$ cat src/rtl/gpu_tile_pkg.sv
// Shared types and constants for the 8x8 tile pipeline.
package gpu_tile_pkg;

    localparam int TILE_DIM    = 8;
    localparam int TILE_ADDR_W = 6;
    localparam int PIX_W       = 24;
    localparam int TCOL_W      = 7;
    localparam int TROW_W      = 6;
    localparam int SX_W        = TCOL_W + 3;
    localparam int SY_W        = TROW_W + 3;

    typedef enum logic [1:0] {
        IDLE  = 2'd0,
        RUN   = 2'd1,
        DRAIN = 2'd2
    } scan_state_e;

    // One pixel travelling from the tile read port to the output.
    typedef struct packed {
        logic [PIX_W-1:0] data;
        logic [SX_W-1:0]  x;
        logic [SY_W-1:0]  y;
        logic             last;
    } px_beat_t;

endpackage

$ cat src/rtl/tile_skid_fifo.sv
// Two-entry FIFO of pixel beats; absorbs downstream backpressure behind
// the one-cycle tile read latency.
module tile_skid_fifo
    import gpu_tile_pkg::*;
(
    input  logic       clk,
    input  logic       rst,
    input  logic       i_push,
    input  logic       i_pop,
    input  px_beat_t   i_din,
    output logic [1:0] o_cnt,
    output px_beat_t   o_head
);

    px_beat_t   r_mem [2];
    logic       r_wr_ptr;
    logic       r_rd_ptr;
    logic [1:0] r_cnt;

    // Storage, pointers and occupancy; push and pop in one cycle keep the count.
    always_ff @(posedge clk) begin
        if (rst) begin
            r_mem[0] <= '0;
            r_mem[1] <= '0;
            r_wr_ptr <= 1'b0;
            r_rd_ptr <= 1'b0;
            r_cnt    <= '0;
        end else begin
            if (i_push) begin
                r_mem[r_wr_ptr] <= i_din;
                r_wr_ptr        <= ~r_wr_ptr;
            end
            if (i_pop) begin
                r_rd_ptr <= ~r_rd_ptr;
            end
            unique case ({i_push, i_pop})
                2'b10:   r_cnt <= r_cnt + 2'd1;
                2'b01:   r_cnt <= r_cnt - 2'd1;
                default: r_cnt <= r_cnt;
            endcase
        end
    end

    assign o_cnt  = r_cnt;
    assign o_head = r_mem[r_rd_ptr];

    // The issue rule upstream must keep these from ever firing.
    a_no_overflow : assert property (@(posedge clk) disable iff (rst)
        !(i_push && !i_pop && r_cnt == 2'd2));
    a_no_underflow : assert property (@(posedge clk) disable iff (rst)
        !(i_pop && r_cnt == 2'd0));

endmodule

$ cat src/rtl/tile_scanout.sv
// Drains an 8x8 tile buffer in raster order and streams the pixels out on
// a valid/ready handshake with absolute screen coordinates attached.
module tile_scanout #(
    parameter int PIX_W  = gpu_tile_pkg::PIX_W,
    parameter int TCOL_W = gpu_tile_pkg::TCOL_W,
    parameter int TROW_W = gpu_tile_pkg::TROW_W
) (
    input  logic              clk,
    input  logic              rst,
    input  logic              start,
    input  logic [TCOL_W-1:0] tile_col,
    input  logic [TROW_W-1:0] tile_row,
    output logic              busy,
    output logic              done,
    output logic [2:0]        rd_y,
    output logic [2:0]        rd_x,
    output logic              rd_en,
    output logic              rd_active,
    input  logic [PIX_W-1:0]  rd_data,
    output logic              px_valid,
    input  logic              px_ready,
    output logic [PIX_W-1:0]  px_data,
    output logic [TCOL_W+2:0] px_x,
    output logic [TROW_W+2:0] px_y,
    output logic              px_last
);

    import gpu_tile_pkg::*;

    scan_state_e            r_state;
    logic [TILE_ADDR_W-1:0] r_addr;
    logic                   r_inflight;
    logic [TCOL_W-1:0]      r_tcol;
    logic [TROW_W-1:0]      r_trow;
    logic [TCOL_W+2:0]      r_pend_x;
    logic [TROW_W+2:0]      r_pend_y;
    logic                   r_pend_last;

    logic [1:0]             w_fifo_cnt;
    px_beat_t               w_head;
    px_beat_t               w_push_beat;
    logic                   w_pop;
    logic                   w_rd_issue;
    logic                   w_done;
    logic [2:0]             w_occ;

    // Read issue: occupancy after this cycle (queued + in flight - leaving) stays <= 2.
    always_comb begin
        w_pop      = (w_fifo_cnt != 2'd0) && px_ready;
        w_occ      = {1'b0, w_fifo_cnt} + {2'b00, r_inflight} - {2'b00, w_pop};
        w_rd_issue = (r_state == RUN) && (w_occ < 3'd2);
        w_done     = (r_state == DRAIN) && (w_fifo_cnt == 2'd0) && !r_inflight;
    end

    // Beat pushed when last cycle's read returns; coords ride alongside the read.
    always_comb begin
        w_push_beat      = '0;
        w_push_beat.data = rd_data;
        w_push_beat.x    = r_pend_x;
        w_push_beat.y    = r_pend_y;
        w_push_beat.last = r_pend_last;
    end

    // Scan FSM, address counter and in-flight read tracking.
    always_ff @(posedge clk) begin
        if (rst) begin
            r_state     <= IDLE;
            r_addr      <= '0;
            r_inflight  <= 1'b0;
            r_tcol      <= '0;
            r_trow      <= '0;
            r_pend_x    <= '0;
            r_pend_y    <= '0;
            r_pend_last <= 1'b0;
        end else begin
            r_inflight <= w_rd_issue;
            if (w_rd_issue) begin
                r_pend_x    <= {r_tcol, r_addr[2:0]};
                r_pend_y    <= {r_trow, r_addr[5:3]};
                r_pend_last <= (r_addr == '1);
            end
            unique case (r_state)
                IDLE: begin
                    if (start) begin
                        r_state <= RUN;
                        r_tcol  <= tile_col;
                        r_trow  <= tile_row;
                        r_addr  <= '0;
                    end
                end
                RUN: begin
                    if (w_rd_issue) begin
                        r_addr <= r_addr + TILE_ADDR_W'(1);
                        if (r_addr == '1) begin
                            r_state <= DRAIN;
                        end
                    end
                end
                DRAIN: begin
                    // The done cycle also accepts a new start.
                    if (w_done) begin
                        if (start) begin
                            r_state <= RUN;
                            r_tcol  <= tile_col;
                            r_trow  <= tile_row;
                            r_addr  <= '0;
                        end else begin
                            r_state <= IDLE;
                        end
                    end
                end
                default: r_state <= IDLE;
            endcase
        end
    end

    tile_skid_fifo u_fifo (
        .clk    (clk),
        .rst    (rst),
        .i_push (r_inflight),
        .i_pop  (w_pop),
        .i_din  (w_push_beat),
        .o_cnt  (w_fifo_cnt),
        .o_head (w_head)
    );

    assign busy      = (r_state != IDLE);
    assign rd_active = busy;
    assign done      = w_done;
    assign rd_en     = w_rd_issue;
    assign rd_y      = r_addr[5:3];
    assign rd_x      = r_addr[2:0];
    assign px_valid  = (w_fifo_cnt != 2'd0);
    assign px_data   = w_head.data;
    assign px_x      = w_head.x;
    assign px_y      = w_head.y;
    assign px_last   = w_head.last;

endmodule
$ cat config.mk
export PLATFORM = sky130hd
export DESIGN_NAME = tile_scanout
export DESIGN_NICKNAME = d
export VERILOG_FILES = /design/src/rtl/gpu_tile_pkg.sv /design/src/rtl/tile_skid_fifo.sv /design/src/rtl/tile_scanout.sv
export SDC_FILE = /design/constraint.sdc
export NUM_CORES = 1
export LEC_CHECK = 0
export BUFFER_PORTS_ARGS = -buffer_cell sky130_fd_sc_hd__buf_2
export CORE_MARGIN = 2
export CORE_UTILIZATION = 25
export CTS_BUF_LIST = sky130_fd_sc_hd__clkbuf_8
export CTS_CLUSTER_DIAMETER = 40
export DETAILED_ROUTE_END_ITERATION = 12
export PLACE_DENSITY = 0.54
export SLEW_MARGIN = 25
export SYNTH_ARGS = -nofsm -noshare
export SYNTH_HDL_FRONTEND = slang
export SYNTH_SLANG_ARGS = --single-unit
$ cat constraint.sdc
create_clock -name clk -period 3.3 [get_ports clk]
set_input_delay 0.66 -clock clk [delete_from_list [all_inputs] [get_ports clk]]
set_output_delay 0.66 -clock clk [all_outputs]
set_load 0.005 [all_outputs]
# == After elaboration in Yosys (flattened, before gate mapping) ==
# Memories as Yosys holds them, arrays and structs flattened. A register that Yosys moved wholly into a read port is not among the register bits.
# Cells that the tools add are included.
# classes
addsub,5
n_lt_le_gt_ge,1
n_eq_ne,9
n_mux,27
n_bitwise,2
n_reduce_logical,16
# ops
cell,n
2-to-1 mux 44 bit,1
OR reduction 44 bit,1
2-to-1 mux 6 bit,5
case mux 6 bit (3 select lines),1
2-to-1 mux 7 bit,2
case mux 7 bit (2 select lines),1
case mux 6 bit (2 select lines),1
2-to-1 mux 1 bit,10
2-to-1 mux 2 bit,4
nonzero test 2 bit,4
"adder 6 x 1 -> 6 bit, second input constant",1
"equality test 6 bit, second input constant",1
"!= test 2 bit, second input constant",3
case mux 2 bit (3 select lines),1
"equality test 2 x 1 -> 1 bit, second input constant",2
"equality test 2 bit, second input constant",2
logical AND 1 bit,4
zero test 2 bit,2
case mux 2 bit (2 select lines),1
AND reduction 4 bit,1
adder 2 x 1 -> 3 bit,1
"< comparator 3 x 2 -> 1 bit, second input constant",1
AND reduction 3 bit,1
nonzero test 3 bit,1
7 further kinds,8
# totals
regBits,46
ram_bits,88
input_bits,41
output_inout_bits,55
elab_cells,72
memories,1
# memory_table
name,depth,width,rd,rd_ports_with_merged_regs,wr,line,rtl
u_fifo.r_mem,2,44,1,1,2,tile_skid_fifo.sv:15,px_beat_t r_mem [2];

# == Longest topological paths before layout ==
# Gate-level depths: netlist (run 1).
# logic_depth
word_depth,7
mapped_depth,10
ltp_nobuf,9

# == Modules after synthesis ==
# Synthesis (run 1) repeated with hierarchy kept, for this count alone.
# unflattened
cells_unflattened,493
hier_area_um2,5744.3
# by_module_without_submodules
module,instances,cells_per_inst,area_each_um2,seq_area_each_um2
tile_skid_fifo,1,305,4042.6,2742.6
tile_scanout,1,188,1701.6,840.8

# == Worst setup path after synthesis (run 1) ==
# No wires, ideal clock.
# synth_timing
path_type,input to output
startpoint,in px_ready
endpoint,out rd_en
arrival_ps,2044
required_ps,2640
path_slack_ps,596
path_stages,8
path_buffers,1
path_cell_list,nand2_1 > mux2i_1 > nand2_1 > fa_1 > xnor2_2 > nand3_2 > clkinv_2 > buf_4
# synth_via
elab_chain_len,4
# synth_rtl
item,line,rtl
from (decl),tile_scanout.sv:21,"input logic px_ready,"
logical AND 1 bit,tile_scanout.sv:49,w_pop = (w_fifo_cnt != 2'd0) && px_ready;
subtractor 3 x 1 -> 3 bit,tile_scanout.sv:50,"w_occ = {1'b0, w_fifo_cnt} + {2'b00, r_inflight} - {2'b00, w_pop};"
< comparator 3 x 2 -> 1 bit,tile_scanout.sv:51,w_rd_issue = (r_state == RUN) && (w_occ < 3'd2);
logical AND 1 bit,tile_scanout.sv:51,
to (decl),tile_scanout.sv:17,"output logic rd_en,"
# No other way between the ends.

# == Final worst setup path (run 1) ==
# layout_timing
startpoint,"reg u_fifo.r_cnt[1], in the netlist u_fifo.o_cnt[1]"
endpoint,out rd_en
# layout_via
elab_chain_len,5
word_cells_on_any_way,6
classes_between,2 x add/sub; 1 x order compare; 3 x reduce/logical
# layout_rtl
item,line,rtl
from (decl),tile_skid_fifo.sv:18,logic [1:0] r_cnt;
from (signal assigned),tile_skid_fifo.sv:37,2'b10: r_cnt <= r_cnt + 2'd1;
from (signal assigned),tile_skid_fifo.sv:38,2'b01: r_cnt <= r_cnt - 2'd1;
from (signal assigned),tile_skid_fifo.sv:39,default: r_cnt <= r_cnt;
branches (longest 2 deep; another with adder 2 x 1 -> 3 bit),-,
subtractor 3 x 1 -> 3 bit *,tile_scanout.sv:50,
< comparator 3 x 2 -> 1 bit *,tile_scanout.sv:51,
logical AND 1 bit *,tile_scanout.sv:51,
# Mark *: on every way between the ends.

==> results.yml, run 1 <==
synthesis:
  synth_common_cells: "88 x and2_1, 88 x edfxtp_1, 47 x dfxtp_1"
  synth_cells: 449
  yosysSeqAreaShare_pct: 63.3
  ys.flop_type: "edfxtp_1"
  synth_edf_count: 88
  synth_warnings: 0
  ys_ff_latch: 135
  yosys.area.top_type_share_pct: 46.7
  yosys.area.top_type: "edfxtp_1"
  synthesis.nets: 492
  netlist_area_sq_um: 5660
  synth_cell_type_count: 42
  avgSynthCellArea_sq_um: 12.6
  synth_area_leaders: "edfxtp_1 47%, dfxtp_1 17%, and2_1 9.7%"
  postSynth.asyncResetShare_pct: 0
setup_path:
  slowest_stage: "dfxtp_2"
  cp_max_fo: 8
  required_ns: 2.64
  crit_top_cell: "nand2_1"
  crit_buf_inv: 2
  cp-startpoint: "u_fifo.o_cnt[1]"
  worstReg2RegStart: "u_fifo.o_cnt[1]"
  worstPathArrival_ns: 2.31
  cpPeakStageDelay_ns: 0.43
  crit_chain: "nand2_1, mux2i_1, nand2_1, fa_1, xnor2_2, nand3_2, clkinv_2, buf_2"
  crit_type: "flop to primary output"
  cp-start-kind: "flop"
  reg2reg_slack_ns: 0.80
  cp_top_family: "flip-flops"
  endpoint_kind: "primary output"
timing:
  rsz0062_at_grt: "no"
  hold_violations: 0
  fin_crit_ns: 2.97
  skew_ns: 0.0132
  final.period_utilization_pct: 90.0
  slew_viol_final: 0
  finalSetupViolations: 0
  tightest_slew_ns: 0.951
  fmax_mhz: 337
  slew_headroom_pct: 36.6
  fin_tns_setup_ns: 0
clocking:
  clk_pin_slew_ns: 0.09
  clock-sinks: 135
  tritoncts: "done"
  cts-root-buf: "clkbuf_8"
  h-tree-depth: 4
  clk_latency_ns: 0.45
  numCtsBuffers: 17
  post_cts_buffers: 0
  cts_buffer_depth: 2
  hold_buffers: 0
status:
  status: "complete, no violations"
grt:
  antenna_found_initial: 0
  track_usage_pct: 10.8
  grt_pass1_wl_microns: 19700
  grt_pass1_vias: 3671
  overflow: 0
  grt_max_degree: 50
final_layout:
  final_util_pct: 30.6
  stdcell_count: 843
  seq_area_sq_um: 3590
  diodes: 0
  final_nets: 588
  nFillCells: 2304
  multiInputGateArea_sq_um: 1940
  area_delta_synth_final_pct: 21.4
  drive_above_1_share_pct: 34.8
worst_hold_path:
  min_path_type: "input pin to flop"
  hp-start: "tile_col[6]"
place:
  dpl.cell_count: 811
  dpl.hpwl_microns: 7970
  gp_congestion: 0.707
  io_buffers: 95
drt:
  route.detailed.drc: 0
  wl_microns: 12300
  drt_iter0_drc: 186
  drt.antenna.violating_nets: 0
  routed-via-count: 3549
  wl_per_cell_microns: 14.6
  viasPerCell: 4.21
  drtPass1Iterations: 4
job:
  cap_violations: 0
floorplanning:
  boundaryPins: 96
  dieArea_sq_um: 23900
  die_w_microns: 154
  start_util_pct: 25.2
  core_sq_um: 22400
  rows: 55
  die_h_microns: 154
power_and_ir_drop:
  leakage_uw: 0.00276
  power_density_nw_per_um2: 518
  fin_total_pwr_uw: 3560
  ir_drop_v: 0.000199
## cell type report
type	count	area share, %
sequential	135	52.2
multi-input combinational	283	28.3
inverter	5	0.291
tap	285	5.19
timing repair buffer	103	8.34
clock buffer	18	3.61
clock inverter	14	2.09
## cells by family after synthesis
kind of cell               synth area share [%]
and+or+nand+nor                            16.9
xor gates and xnor gates                  0.752
DFF                                        63.3
buffers and inverters                      2.59
adders and majority gates                 0.575
AOI/OAI and AO/OA                          4.62
muxes                                      11.2
## layout by cell type (no fill, tap or decap), types with 4 or more instances in the layout
cell / count
mux2_2: 44
o21ai_0: 4
clkbuf_8: 18
nand2_1: 44
dfxtp_1: 45
nor3_1: 4
and2_1: 88
inv_4: 4
clkinv_2: 4
mux2i_1: 14
buf_4: 5
edfxtp_1: 88
a21oi_1: 27
nor2_1: 24
inv_6: 4
inv_1: 4
buf_2: 95
## tightest hold or removal path: cells and delay by family
| family | cells | cell delay, ns |
|---|---|---|
| buffers and inverters | 1 | 0.08 |
| AND/OR/NAND/NOR | 1 | 0.07 |
| multiplexers | 1 | 0.05 |
## layer usage
metal / wire (microns) / part of all wire [%] / track usage [%] / vias up
met1: 5740 / 47 / 13.3 / 1692
met2: 5830 / 47 / 18.0 / 95
met4: 170 / 1.4 / 3.79 / 0
li1: - / - / - / 1747
met5: 0 / 0 / 0 / -
met3: 572 / 4.6 / 3.25 / 15
## sequential cells by signal, indices dropped and copies added (netlist names), named ones only
name	cells
r_trow	6
r_state	2
u_fifo.r_mem	88
r_pend_last	1
r_addr	6
r_pend_x	10
r_pend_y	9
r_inflight	1
u_fifo.r_wr_ptr	1
u_fifo.o_cnt	2
r_tcol	7
u_fifo.r_rd_ptr	1
## final timing paths
check,endpoint,cells after the start
worst max-delay path,rd_en,8
worst max register to register,r_addr[5],10
worst min register to register,r_pend_y[7],2
worst min-delay path,r_tcol[6],3
## repair_timing
item / CTS / global route
endpoints found under the hold margin: 0 / 0
resized for setup: 0 / 1
setup endpoints to repair: 0 / 1
## report_power, final
group	internal, uW	leakage (uW)	switching (uW)
logic	129	0.00125	150
clock network	699	0.000210	673
registers	1870	0.00130	35.0
## metrics by stage
stage | hold WS, ns | cell area, sq um | setup WS [ns]
final | 0.440 | 6870 | 0.329
after global placement | 0.452 | 6480 | 0.441
after global routing | 0.403 | 6870 | 0.123
after detailed placement | 0.454 | 6480 | 0.446
after floorplan | 0.432 | 5660 | 0.596
after CTS | 0.406 | 6870 | 0.148
No activity file was read; power rests on OpenSTA's default activity.
==> inputs of run 2 (changes only) <==
--- a/config.mk
+++ b/config.mk
@@ -7,4 +7,6 @@
 export LEC_CHECK = 0
 export BUFFER_PORTS_ARGS = -buffer_cell sky130_fd_sc_hd__buf_2
+export CELL_PAD_IN_SITES_DETAIL_PLACEMENT = 0
+export CELL_PAD_IN_SITES_GLOBAL_PLACEMENT = 2
 export CORE_MARGIN = 2
 export CORE_UTILIZATION = 25
@@ -12,5 +14,5 @@
 export CTS_CLUSTER_DIAMETER = 40
 export DETAILED_ROUTE_END_ITERATION = 12
-export PLACE_DENSITY = 0.54
+export PLACE_DENSITY = 0.69
 export SLEW_MARGIN = 25
 export SYNTH_ARGS = -nofsm -noshare
==> constraint.sdc (replaced) <==
create_clock -name clk -period 3.3 [get_ports clk]
set_input_delay 0.33 -clock clk [delete_from_list [all_inputs] [get_ports clk]]
set_output_delay 0.33 -clock clk [all_outputs]
set_load 0.005 [all_outputs]
==> run 2 against run 1 <==
  * Routed wire length is 1.7% lower
  * Core utilization is 0.47 points lower
  * Highest routed layer is now met5
  * Largest cell class unchanged
  * Via count is 0.82% lower
==> results.yml, run 2 (same netlist as run 1, synthesis figures left out) <==
final_layout:
  largest-register: "u_fifo.r_mem"
  largest_reg_flops: 88
  drive_above_1_share_pct: 33.4
  final_cell_mix: "95 x buf_2, 88 x and2_1, 88 x edfxtp_1"
  stdcell_count: 842
  final_nets: 587
  area_delta_synth_final_pct: 19.5
  reg.largest.list: "u_fifo.r_mem (88), r_pend_x (10), r_pend_y (9)"
  layout_commonest_cell: "buf_2"
  diodes: 0
  nFillCells: 2300
clocking:
  numCtsBuffers: 17
  cts-root-buf: "clkbuf_8"
  post_cts_buffers: 0
  cts_resized: 0
  hold_buffers: 0
  tritoncts: "done"
  clock-sinks: 135
  cts_buffer_depth: 2
  clk_pin_slew_ns: 0.07
  h-tree-depth: 4
  clk_latency_ns: 0.44
grt:
  antenna_found_initial: 1
  grt_max_degree: 48
  grt_pass1_vias: 3721
  overflow: 0
  grt_pass1_wl_microns: 19400
  track_usage_pct: 10.6
place:
  dpl.hpwl_microns: 7870
  place_ws_ns: 0.755
  io_buffers: 95
  dpl.cell_count: 810
  gp_congestion: 0.692
floorplanning:
  dieArea_sq_um: 23900
  start_util_pct: 25.2
  core_sq_um: 22400
  boundaryPins: 96
  rows: 55
  die_h_microns: 154
  die_w_microns: 154
setup_path:
  crit_chain: "nand2_1, mux2i_1, nand2_1, fa_1, xnor2_2, nand3_2, clkinv_2, buf_2"
  cpPeakStageDelay_ns: 0.51
  crit_type: "flop to primary output"
  endpoint_kind: "primary output"
  crit_buf_inv: 2
  cp-startpoint: "u_fifo.o_cnt[1]"
  slowest_stage: "dfxtp_1"
  worstPathArrival_ns: 2.65
  crit_top_cell: "nand2_1"
  worstReg2RegStart: "u_fifo.o_cnt[1]"
  required_ns: 2.97
  cp-start-kind: "flop"
  cp_max_fo: 26
  cp_top_family: "buffers and inverters"
drt:
  viasPerCell: 4.18
  drt_iter0_drc: 207
  wl_microns: 12100
  drt.antenna.violating_nets: 0
  drtPass1Iterations: 4
  wl_per_cell_microns: 14.4
  route.detailed.drc: 0
  routed-via-count: 3520
job:
  cap_violations: 0
timing:
  rsz0062_at_grt: "no"
  finalSetupViolations: 0
  skew_ns: 0.0107
  fin_tns_setup_ns: 0
  tightest_slew_ns: 0.965
  slew_headroom_pct: 35.7
  fmax_mhz: 335
  setup_ws_ns: 0.316
  hold_violations: 0
  final.period_utilization_pct: 90.4
  slew_viol_final: 0
  fin_crit_ns: 2.98
power_and_ir_drop:
  leakage_uw: 0.00271
  ir_drop_v: 0.000202
  power_density_nw_per_um2: 493
worst_hold_path:
  hp-start: "tile_col[4]"
  min_path_type: "input pin to flop"
status:
  status: "complete, no violations"
[run 2: cell types whose count changed in the layout (fill, tap and decap cells not counted), sizes merged]
cell	delta
buf	-1
bufinv	-1
clkbuf	-1
clkinv	+5
clkinvlp	+2
inv	-5
[run 2: final cells by class]
type	instances	area, sq um	share of cell area, %
tap	285	357	5.27
multi-input combinational	283	1940	28.7
clock inverter	15	97.6	1.44
inverter	5	20.0	0.296
sequential	135	3580	53.0
clock buffer	17	234	3.46
timing repair buffer	102	528	7.80
[run 2: through the flow]
step | utilization [%] | power, uW | area, sq um | hold slack (ns)
after CTS | 30.2 | 3390 | 6770 | 0.0972
after global routing | 30.2 | 3500 | 6770 | 0.119
after floorplan | - | 2100 | 5660 | 0.432
final | 30.2 | 3330 | 6770 | 0.127
after global placement | 28.7 | 2210 | 6430 | 0.448
after detailed placement | 28.7 | 2220 | 6430 | 0.446
[run 2: path summary, 6_finish.rpt]
check,endpoint,slack [ns],depth (start not counted)
setup / recovery,rd_en,0.32,8
hold / removal,r_tcol[4],0.13,3
setup reg to reg,r_addr[5],0.75,9
hold reg to reg,r_pend_x[4],0.45,2
[run 2: worst register-to-register path, cell delays in order (launching register included)]
cell and delay (ns):
dfxtp_1 0.51, nand2_1 0.12, mux2i_1 0.23, nand2_1 0.10, fa_1 0.42, xnor2_2 0.26
nand3_2 0.13, clkinv_2 0.27, a41oi_1 0.19, a311oi_2 0.25
[run 2: metal layers]
layer	vias up	share of wire (%)	global-route usage (%)
met1	1663	47	13.3
li1	1741	-	-
met3	20	7.4	4.20
met2	94	44	16.6
met5	-	0.11	0
met4	2	1.6	4.10
[run 2: power by group]
group          internal, uW  switching, uW
Combinational           122            154
Sequential             1870           29.4
Clock                   568            589
